File: config.mk
export PLATFORM = sky130hd
export DESIGN_NAME = turbo_block_interleaver
export DESIGN_NICKNAME = d
export VERILOG_FILES = /design/src/rtl/turbo_pkg.sv /design/src/rtl/qpp_index_gen.sv /design/src/rtl/turbo_block_interleaver.sv
export SDC_FILE = /design/constraint.sdc
export NUM_CORES = 1
export LEC_CHECK = 0
export CORE_MARGIN = 1.5
export CORE_UTILIZATION = 25
export CTS_BUF_LIST = sky130_fd_sc_hd__clkbuf_2
export CTS_CLUSTER_SIZE = 30
export DETAILED_ROUTE_END_ITERATION = 6
export PLACE_DENSITY = 0.42
export REMOVE_ABC_BUFFERS = 1
export SLEW_MARGIN = 20
export SYNTH_ARGS = -nofsm -noshare
export SYNTH_HDL_FRONTEND = slang
export SYNTH_SLANG_ARGS = --single-unit
File: constraint.sdc
create_clock -name clk -period 1.55 [get_ports clk]
set_input_delay 0.465 -clock clk [delete_from_list [all_inputs] [get_ports clk]]
set_output_delay 0.465 -clock clk [all_outputs]
set_load 0.005 [all_outputs]
File: src/rtl/turbo_pkg.sv
// Shared definitions for the turbo encoder input interleaver: default geometry,
// QPP coefficients, the read-side FSM state type and a closed-form QPP reference.
package turbo_pkg;

   localparam int BLOCK_LEN_DEF = 8;
   localparam int ADDR_W_DEF    = 3;
   localparam int QPP_F1_DEF    = 3;
   localparam int QPP_F2_DEF    = 2;

   typedef enum logic [0:0] {
      RD_IDLE   = 1'b0,
      RD_STREAM = 1'b1
   } rd_state_t;

   // Closed-form pi(k) = (f1*k + f2*k*k) mod n, used to cross-check the
   // incremental generator.
   function automatic int unsigned qpp_ref(input int unsigned k,
                                           input int unsigned n,
                                           input int unsigned f1,
                                           input int unsigned f2);
      return (f1 * k + f2 * k * k) % n;
   endfunction

endpackage

File: src/rtl/qpp_index_gen.sv
// Incremental QPP index generator. pi(k+1) = pi(k) + delta(k) and
// delta(k+1) = delta(k) + 2*F2, all modulo 2^ADDR_W, so no multiplier is needed.
// start re-seeds pi = 0, delta = F1+F2 and has priority over step.
module qpp_index_gen
   import turbo_pkg::*;
#(
   parameter int ADDR_W = ADDR_W_DEF,
   parameter int QPP_F1 = QPP_F1_DEF,
   parameter int QPP_F2 = QPP_F2_DEF
)(
   input  logic              clk,
   input  logic              reset,
   input  logic              start,
   input  logic              step,
   output logic [ADDR_W-1:0] pi
);

   localparam logic [ADDR_W-1:0] DELTA_INIT = ADDR_W'(QPP_F1 + QPP_F2);
   localparam logic [ADDR_W-1:0] DELTA_STEP = ADDR_W'(2 * QPP_F2);

   logic [ADDR_W-1:0] pi_r;
   logic [ADDR_W-1:0] delta_r;

   // Advance the index by the running delta, or re-seed at block start.
   always_ff @(posedge clk) begin
      if (reset || start) begin
         pi_r    <= {ADDR_W{1'b0}};
         delta_r <= DELTA_INIT;
      end else if (step) begin
         pi_r    <= pi_r + delta_r;
         delta_r <= delta_r + DELTA_STEP;
      end else begin
         pi_r    <= pi_r;
         delta_r <= delta_r;
      end
   end

   assign pi = pi_r;

endmodule

File: src/rtl/turbo_block_interleaver.sv
// Turbo encoder input stage: collects a serial bit stream into ping-pong blocks
// and replays each completed block as (natural-order, QPP-interleaved) pairs.
// Writing block n+1 overlaps reading block n.
// Optional macro TURBO_ILV_FLUSH_EN adds a 'flush' input that discards the
// partially written block (complete blocks and the reader are untouched).
module turbo_block_interleaver
   import turbo_pkg::*;
#(
   parameter int BLOCK_LEN = BLOCK_LEN_DEF,
   parameter int ADDR_W    = ADDR_W_DEF,
   parameter int QPP_F1    = QPP_F1_DEF,
   parameter int QPP_F2    = QPP_F2_DEF
)(
   input  logic clk,
   input  logic reset,
   input  logic in_valid,
   input  logic in_data,
   output logic in_ready,
   output logic out_valid,
   input  logic out_ready,
   output logic out_sys,
   output logic out_int,
   output logic out_first,
`ifdef TURBO_ILV_FLUSH_EN
   input  logic flush,
`endif
   output logic out_last
);

   localparam logic [ADDR_W-1:0] IDX_LAST = ADDR_W'(BLOCK_LEN - 1);
   localparam logic [ADDR_W-1:0] IDX_ONE  = ADDR_W'(1);
   localparam logic [ADDR_W-1:0] IDX_ZERO = {ADDR_W{1'b0}};

   logic [BLOCK_LEN-1:0] bank_r [2];   // contents are never reset
   logic [1:0]           full_r;
   logic [1:0]           full_set_s;
   logic [1:0]           full_clr_s;

   logic                 wr_bank_r;
   logic [ADDR_W-1:0]    wr_idx_r;
   logic                 rd_bank_r;
   logic [ADDR_W-1:0]    k_r;
   rd_state_t            rd_state_r;
   logic [ADDR_W-1:0]    pi_s;

   logic                 flush_s;
   logic                 wr_fire_s;
   logic                 wr_done_s;
   logic                 valid_s;
   logic                 rd_fire_s;
   logic                 rd_done_s;
   logic                 qpp_start_s;

`ifdef TURBO_ILV_FLUSH_EN
   assign flush_s = flush;
`else
   assign flush_s = 1'b0;
`endif

   // A flush on the same edge as a write wins: the bit is not stored.
   assign in_ready    = ~full_r[wr_bank_r];
   assign wr_fire_s   = in_valid & in_ready & ~flush_s;
   assign wr_done_s   = wr_fire_s & (wr_idx_r == IDX_LAST);

   assign valid_s     = (rd_state_r == RD_STREAM);
   assign rd_fire_s   = valid_s & out_ready;
   assign rd_done_s   = rd_fire_s & (k_r == IDX_LAST);

   // The index generator is held at its seed while idle and re-seeded on the
   // final handshake so a back-to-back block starts at pi(0).
   assign qpp_start_s = ~valid_s | rd_done_s;

   // Store the accepted bit into the bank being filled.
   always_ff @(posedge clk) begin
      if (!reset && wr_fire_s) begin
         bank_r[wr_bank_r][wr_idx_r] <= in_data;
      end
   end

   // Write pointer: advance per accepted bit, hop banks when a block completes.
   always_ff @(posedge clk) begin
      if (reset) begin
         wr_bank_r <= 1'b0;
         wr_idx_r  <= IDX_ZERO;
      end else if (flush_s) begin
         wr_idx_r  <= IDX_ZERO;
      end else if (wr_fire_s) begin
         if (wr_idx_r == IDX_LAST) begin
            wr_idx_r  <= IDX_ZERO;
            wr_bank_r <= ~wr_bank_r;
         end else begin
            wr_idx_r  <= wr_idx_r + IDX_ONE;
         end
      end
   end

   // Per-bank set (writer completes) and clear (reader releases) requests;
   // the two always target different banks.
   always_comb begin
      full_set_s = 2'b00;
      full_clr_s = 2'b00;
      if (wr_done_s) begin
         full_set_s[wr_bank_r] = 1'b1;
      end else begin
         full_set_s = 2'b00;
      end
      if (rd_done_s) begin
         full_clr_s[rd_bank_r] = 1'b1;
      end else begin
         full_clr_s = 2'b00;
      end
   end

   // Bank-full flags shared between writer and reader.
   always_ff @(posedge clk) begin
      if (reset) begin
         full_r <= 2'b00;
      end else begin
         full_r <= (full_r | full_set_s) & ~full_clr_s;
      end
   end

   // Read FSM: wait for a full bank, then stream k = 0..BLOCK_LEN-1 under
   // out_ready backpressure; chain straight into the other bank if it is full.
   always_ff @(posedge clk) begin
      if (reset) begin
         rd_state_r <= RD_IDLE;
         rd_bank_r  <= 1'b0;
         k_r        <= IDX_ZERO;
      end else begin
         case (rd_state_r)
            RD_IDLE: begin
               k_r <= IDX_ZERO;
               if (full_r[rd_bank_r]) begin
                  rd_state_r <= RD_STREAM;
               end
            end
            RD_STREAM: begin
               if (rd_fire_s) begin
                  if (k_r == IDX_LAST) begin
                     k_r        <= IDX_ZERO;
                     rd_bank_r  <= ~rd_bank_r;
                     rd_state_r <= full_r[~rd_bank_r] ? RD_STREAM : RD_IDLE;
                  end else begin
                     k_r <= k_r + IDX_ONE;
                  end
               end
            end
            default: begin
               rd_state_r <= RD_IDLE;
               k_r        <= IDX_ZERO;
            end
         endcase
      end
   end

   qpp_index_gen #(
      .ADDR_W (ADDR_W),
      .QPP_F1 (QPP_F1),
      .QPP_F2 (QPP_F2)
   ) u_qpp (
      .clk   (clk),
      .reset (reset),
      .start (qpp_start_s),
      .step  (rd_fire_s),
      .pi    (pi_s)
   );

   // Outputs are decoded from state registers only, so they hold during stalls.
   assign out_valid = valid_s;
   assign out_sys   = valid_s & bank_r[rd_bank_r][k_r];
   assign out_int   = valid_s & bank_r[rd_bank_r][pi_s];
   assign out_first = valid_s & (k_r == IDX_ZERO);
   assign out_last  = valid_s & (k_r == IDX_LAST);

endmodule
# Word-level counts from Yosys, hierarchy flattened
# Memory sizes are Yosys's and may differ from the RTL's. A register that Yosys moved wholly into a read port is not among the register bits.
# Index checks and enable logic that the tools add are counted.
# Widths: inputs -> output; s select.
totals:
  out_inout_bits: 6
  regBits: 17
  elab_cells: 81
  in_bits: 5
  n_memories: 1
  mem_bits_rw: 16
memory_table:
  columns: ["name", "words", "word_bits", "read_ports", "rd_ports_with_merged_regs", "wr", "line_no", "rtl"]
  rows:
  - ["bank_r", 2, 8, 1, 1, 1, "turbo_block_interleaver.sv:34", "logic [BLOCK_LEN-1:0] bank_r [2];"]
classes:
  n_addsub: 4
  reduce_logical: 9
  magnitude_cmp: 9
  bitwise: 16
  n_mux: 31
  n_eq_ne: 3
op_table:
  columns: ["op", "n"]
  rows:
  - ["$mux 1", 18]
  - ["$lt 3x4->1 const B", 3]
  - ["$mux 3", 3]
  - ["$and 1x1->1", 8]
  - ["$mux 8", 1]
  - ["$add 3x1->3 const B", 2]
  - ["$bmux 1 s3", 2]
  - ["$eq 3x3->1 const B", 2]
  - ["$lt 1x2->1 const B", 3]
  - ["$pmux 3 s2", 1]
  - ["$logic_and 1x1->1", 4]
  - ["$mux 2", 2]
  - ["$not 1->1", 4]
  - ["$add 3x3->3", 1]
  - ["$add 3x3->3 const B", 1]
  - ["$demux 1 s3", 1]
  - ["$ge 3x1->1 const B", 1]
  - ["$logic_not 3->1", 1]
  - ["$reduce_and 3->1", 1]
  - ["$and 2x2->2", 1]
  - ["$demux 1 s1", 2]
  - ["$ge 1x1->1 const B", 2]
  - ["$ne 2x1->1 const B", 1]
  - ["$not 2->2", 1]
  - ["other kinds (6)", 6]

# Logic depth before layout (Yosys ltp)
logic_depth:
  ltp_word: 8
  mapped_depth: 6

# By module
# From an unflattened synthesis, not the netlist that was laid out.
hier_totals:
  hier_cells: 155
  area_unflattened_um2: 1636.6
modules_own_cells:
  columns: ["mod", "cells_each", "area_per_inst_um2", "instances"]
  rows:
  - ["turbo_block_interleaver", 138, 1466.4, 1]
  - ["qpp_index_gen", 17, 170.2, 1]

# Worst setup path after synthesis
# Ideal clock, no wire load.
synth_path:
  path_kind: "register -> register"
  start: "register wr_bank_r"
  end: "memory bank_r[0][1] in the netlist's numbering, enable pin"
  n_path_buf: 1
  required_time_ps: 1245
  stages_incl_launch_ff: 6
  path_slack_ps: -204
  arrival_ps: 1449
  path_cell_list: "dfxtp_1 -> buf_6 -> mux2i_4 -> nand2_4 -> or4b_4 -> nor3_2"
synth_between:
  elab_chain_len: 7
synth_rtl:
  columns: ["item", "line_no", "rtl"]
  rows:
  - ["start: declaration", "turbo_block_interleaver.sv:39", "logic wr_bank_r;"]
  - ["start signal: assignment", "turbo_block_interleaver.sv:90", "wr_bank_r <= ~wr_bank_r;"]
  - ["$mux 1 (implied by the code) (2 in a row)", "turbo_block_interleaver.sv:61", "assign in_ready = ~full_r[wr_bank_r];"]
  - ["$not 1->1", "turbo_block_interleaver.sv:61", null]
  - ["named net in_ready", "turbo_block_interleaver.sv:18", "output logic in_ready,"]
  - ["$and 1x1->1", "turbo_block_interleaver.sv:62", "assign wr_fire_s = in_valid & in_ready & ~flush_s;"]
  - ["$logic_and 1x1->1", "turbo_block_interleaver.sv:75", "if (!reset && wr_fire_s) begin"]
  - ["$mux 1", "turbo_block_interleaver.sv:75", null]
  - ["$mux 8 (implied by the code)", "turbo_block_interleaver.sv:76", "bank_r[wr_bank_r][wr_idx_r] <= in_data;"]
  - ["end: declaration", "turbo_block_interleaver.sv:34", null]
# The timed path passes the listed nets, and every way through them passes these cells. The select of a mux whose other input is x is not followed.

==> impl_metrics.csv <==
group,metric,value,unit
cts,cts-root-buf,"clkbuf_2",
sta,setup_viol,22,
synthesis,synth_area_leaders,"edfxtp_1 30%, dfxtp_1 20%, mux2i_1 7.5%, nor2_1 5.4%, ha_1 4.7%",
route,firstDrtPassIters,4,
synthesis,avgSynthCellArea,10.7,um2
setup_path,cp_data_arrival_time,1.64,ns
synthesis,synth_top_family_by_area,"simple AND/OR/NAND/NOR gates",
power,peakVddDrop,0.000310,V
route,vias_per_cell,4.60,
synthesis,yosysTopAreaCellShare,29.8,%
synthesis,synth_mux_area_share,11.7,%
sta,min_period_over_period,136,%
setup_path,critical-path-slowest-cell,"dfxtp_4",
synthesis,seq_area_frac_synth,49.7,%
route,vias,1251,
setup_path,r2r_start,"wr_bank_r",
synthesis,synth_xor_area_share,1.63,%
cts,htree_levels,2,
route,top_layer,"met4",
setup_path,max_stage_delay,0.43,ns
route,routed-wl-met3,123,um
sta,worst_pin_slew,0.412,ns
run_status,violations,"setup timing",
setup_path,cp.buffers_inverters,2,
run_status,status,"complete, but fails checks",
floorplanning,ios,11,
synthesis,async_flop_share,0,%
cts,clk_latency,0.37,ns
setup_path,worstPathRequired,1.08,ns
floorplanning,die_w,83.3,um
placement,portBuffers,10,
cts,clk_pin_slew_worst_paths,0.15,ns
global_route,overflow,0,
synthesis,synth_enable_flop_cells,16,
sta,rsz0062_at_grt,"yes",
global_route,grt_pass1_vias,1329,
final_layout,final_nets,205,
floorplanning,num_rows,29,
placement,place_congestion,0.768,
synthesis,synthFlopType,"edfxtp_1",
route,wl,3740,um
floorplanning,die_area,6930,um2
worst_hold_path,hp-start,"rd_bank_r",
sta,fmax,0.475,GHz
setup_path,start_kind,"flip-flop",
placement,dp_cells,253,
power,leakagePower,0.817,nW
final_layout,diodes,0,
sta,fin_crit,2.11,ns
final_layout,final_core_util,37.2,%
cts,cts_buffers,5,
route,drtAntennaViolNets,0,
sta,hold_violations,0,
synthesis,yosys.cell_count.top_type,"nor2_1",
final_layout,layoutNonFillerInstCount,272,
sta,slew_violations,0,
setup_path,path_max_fanout,5,
global_route,antenna_found_initial,0,
global_route,grt_max_degree,17,
synthesis,yosysTopAreaCell,"edfxtp_1",
synthesis,ys_ff_latch,32,
sta,relSlewSlack,72.5,%
setup_path,path_cells,"buf_8 > mux2i_4 > nand2_1 > a21oi_2 > o22ai_2 > buf_2",
global_route,grt_pass1_wl,6240,um
setup_path,crit_path_end_kind,"output pin",
sta,final.setup.worst_slack,-0.556,ns
sta,fin_hold_ws,0.506,ns
final_layout,area_delta_synth_final,44.9,%
synthesis,netlist_area,1610,um2
setup_path,critical_path.top_delay_family,"flip-flops",
synthesis,syn_inst,150,
global_route,track_usage,11.4,%
synthesis,synth_compound_area_share,7.07,%
synthesis,yosys_warnings,0,
placement,hpwl,2680,um
route,wl_met1,1570,um
synthesis,synthAdderAreaFrac,4.66,%
route,wl_met2,1980,um
route,drtIter0Drc,22,
sta,fin_skew,0.0216,ns
flow_run,cap_violations,0,
worst_hold_path,worstHoldPathType,"flip-flop to flip-flop",
cts,holdBufCountCts,0,
cts,cts_tree,"yes",
synthesis,synth_cell_type_count,38,
cts,clock-sinks,32,
setup_path,worstSetupPathType,"flip-flop to output pin",
floorplanning,fp.dieH,83.3,um
route,wire_per_inst,13.7,um
synthesis,synth_top_cells_by_count,"23 x nor2_1, 16 x dfxtp_1, 16 x edfxtp_1, 12 x mux2i_1, 10 x nand2_1",
floorplanning,coreArea,6280,um2
power,power.density,601,nW/um2
route,drc,0,
floorplanning,initial_utilization,25.7,%
cts,cts_buffer_depth,2,
synthesis,yosys.area_share.simple,21.9,%
final_layout,drive_above_1_share,51.3,%
-- stage by stage --
stage | worst slack (ns) | setup TNS (ns) | instance area, um2 | power [mW]
2_1_floorplan | -0.330 | -4.18 | 1580 | 0.950
3_3_place_gp | -0.600 | -10.21 | 1940 | 0.994
3_5_place_dp | -0.658 | -10.94 | 1940 | 0.997
4_1_cts | -0.584 | -4.50 | 2210 | 1.41
5_1_grt | -0.679 | -5.69 | 2330 | 1.48
6_report | -0.556 | -4.44 | 2330 | 1.40
-- layer usage --
layer,track usage [%],up-vias
met1,13.1,596
met3,2.98,6
met2,20.2,18
met4,4.55,0
met5,0,-
li1,-,631
-- power by group --
part | total [mW] | switching [mW] | leakage (nW) | internal (mW)
Sequential | 0.901 | 0.0102 | 0.278 | 0.890
Combinational | 0.0996 | 0.0491 | 0.508 | 0.0505
Clock | 0.403 | 0.282 | 0.0306 | 0.121
Total | 1.40 | 0.341 | 0.817 | 1.06
-- cells by family (layout without fill, tap and decap cells) --
family                   Yosys count  after routing
AND/OR/NAND/NOR                   63             63
flip-flops                        32             32
AO/OA/AOI/OAI                     18             18
multiplexers                      16             16
buffers and inverters             12             57
adder cells (fa/ha/maj)            6              6
XOR/XNOR                           3              3
-- worst paths after layout --
check	to	slack (ns)	cells after the start
worst max register to register	bank_r[0][1]	-0.26	5
worst min register to register	full_r[1]	0.51	1
worst min-delay path	full_r[1]	0.51	1
worst max-delay path	out_sys	-0.56	6
-- layout make-up --
| type | instances | area, um2 |
|---|---|---|
| Clock buffer | 7 | 35.0 |
| Clock inverter | 1 | 3.75 |
| Fill cell | 643 | 3940 |
| Inverter | 5 | 21.3 |
| Multi-Input combinational cell | 106 | 993 |
| Sequential cell | 32 | 816 |
| Tap cell | 77 | 96.3 |
| Timing Repair Buffer | 44 | 368 |
-- layout by cell type, fill, tap and decap left out, types with 5 or more instances in the layout --
cell,netlist,routed
buf_6,1,8
nand2_1,10,8
dfxtp_1,16,8
mux2i_1,12,7
edfxtp_1,16,16
nor2_4,0,9
buf_4,0,27
nand3_1,5,5
clkbuf_2,0,7
dfxtp_2,0,6
nor2_1,23,11
-- registers in the layout (all words and copies together) (netlist names), named ones only --
signal	count
bank_r	16
full_r	2
k_r	3
out_valid	1
rd_bank_r	1
u_qpp.delta_r	1
u_qpp.pi	3
wr_bank_r	1
wr_idx_r	3
-- repair_timing --
action                                  4_1_cts  5_1_grt
endpoints found under the setup margin       32       31
gates cloned                                  0        0
resized for setup                            74       22
pin swaps                                    11        6
setup buffers                                 9        3
(Power assumes the default switching activity.)
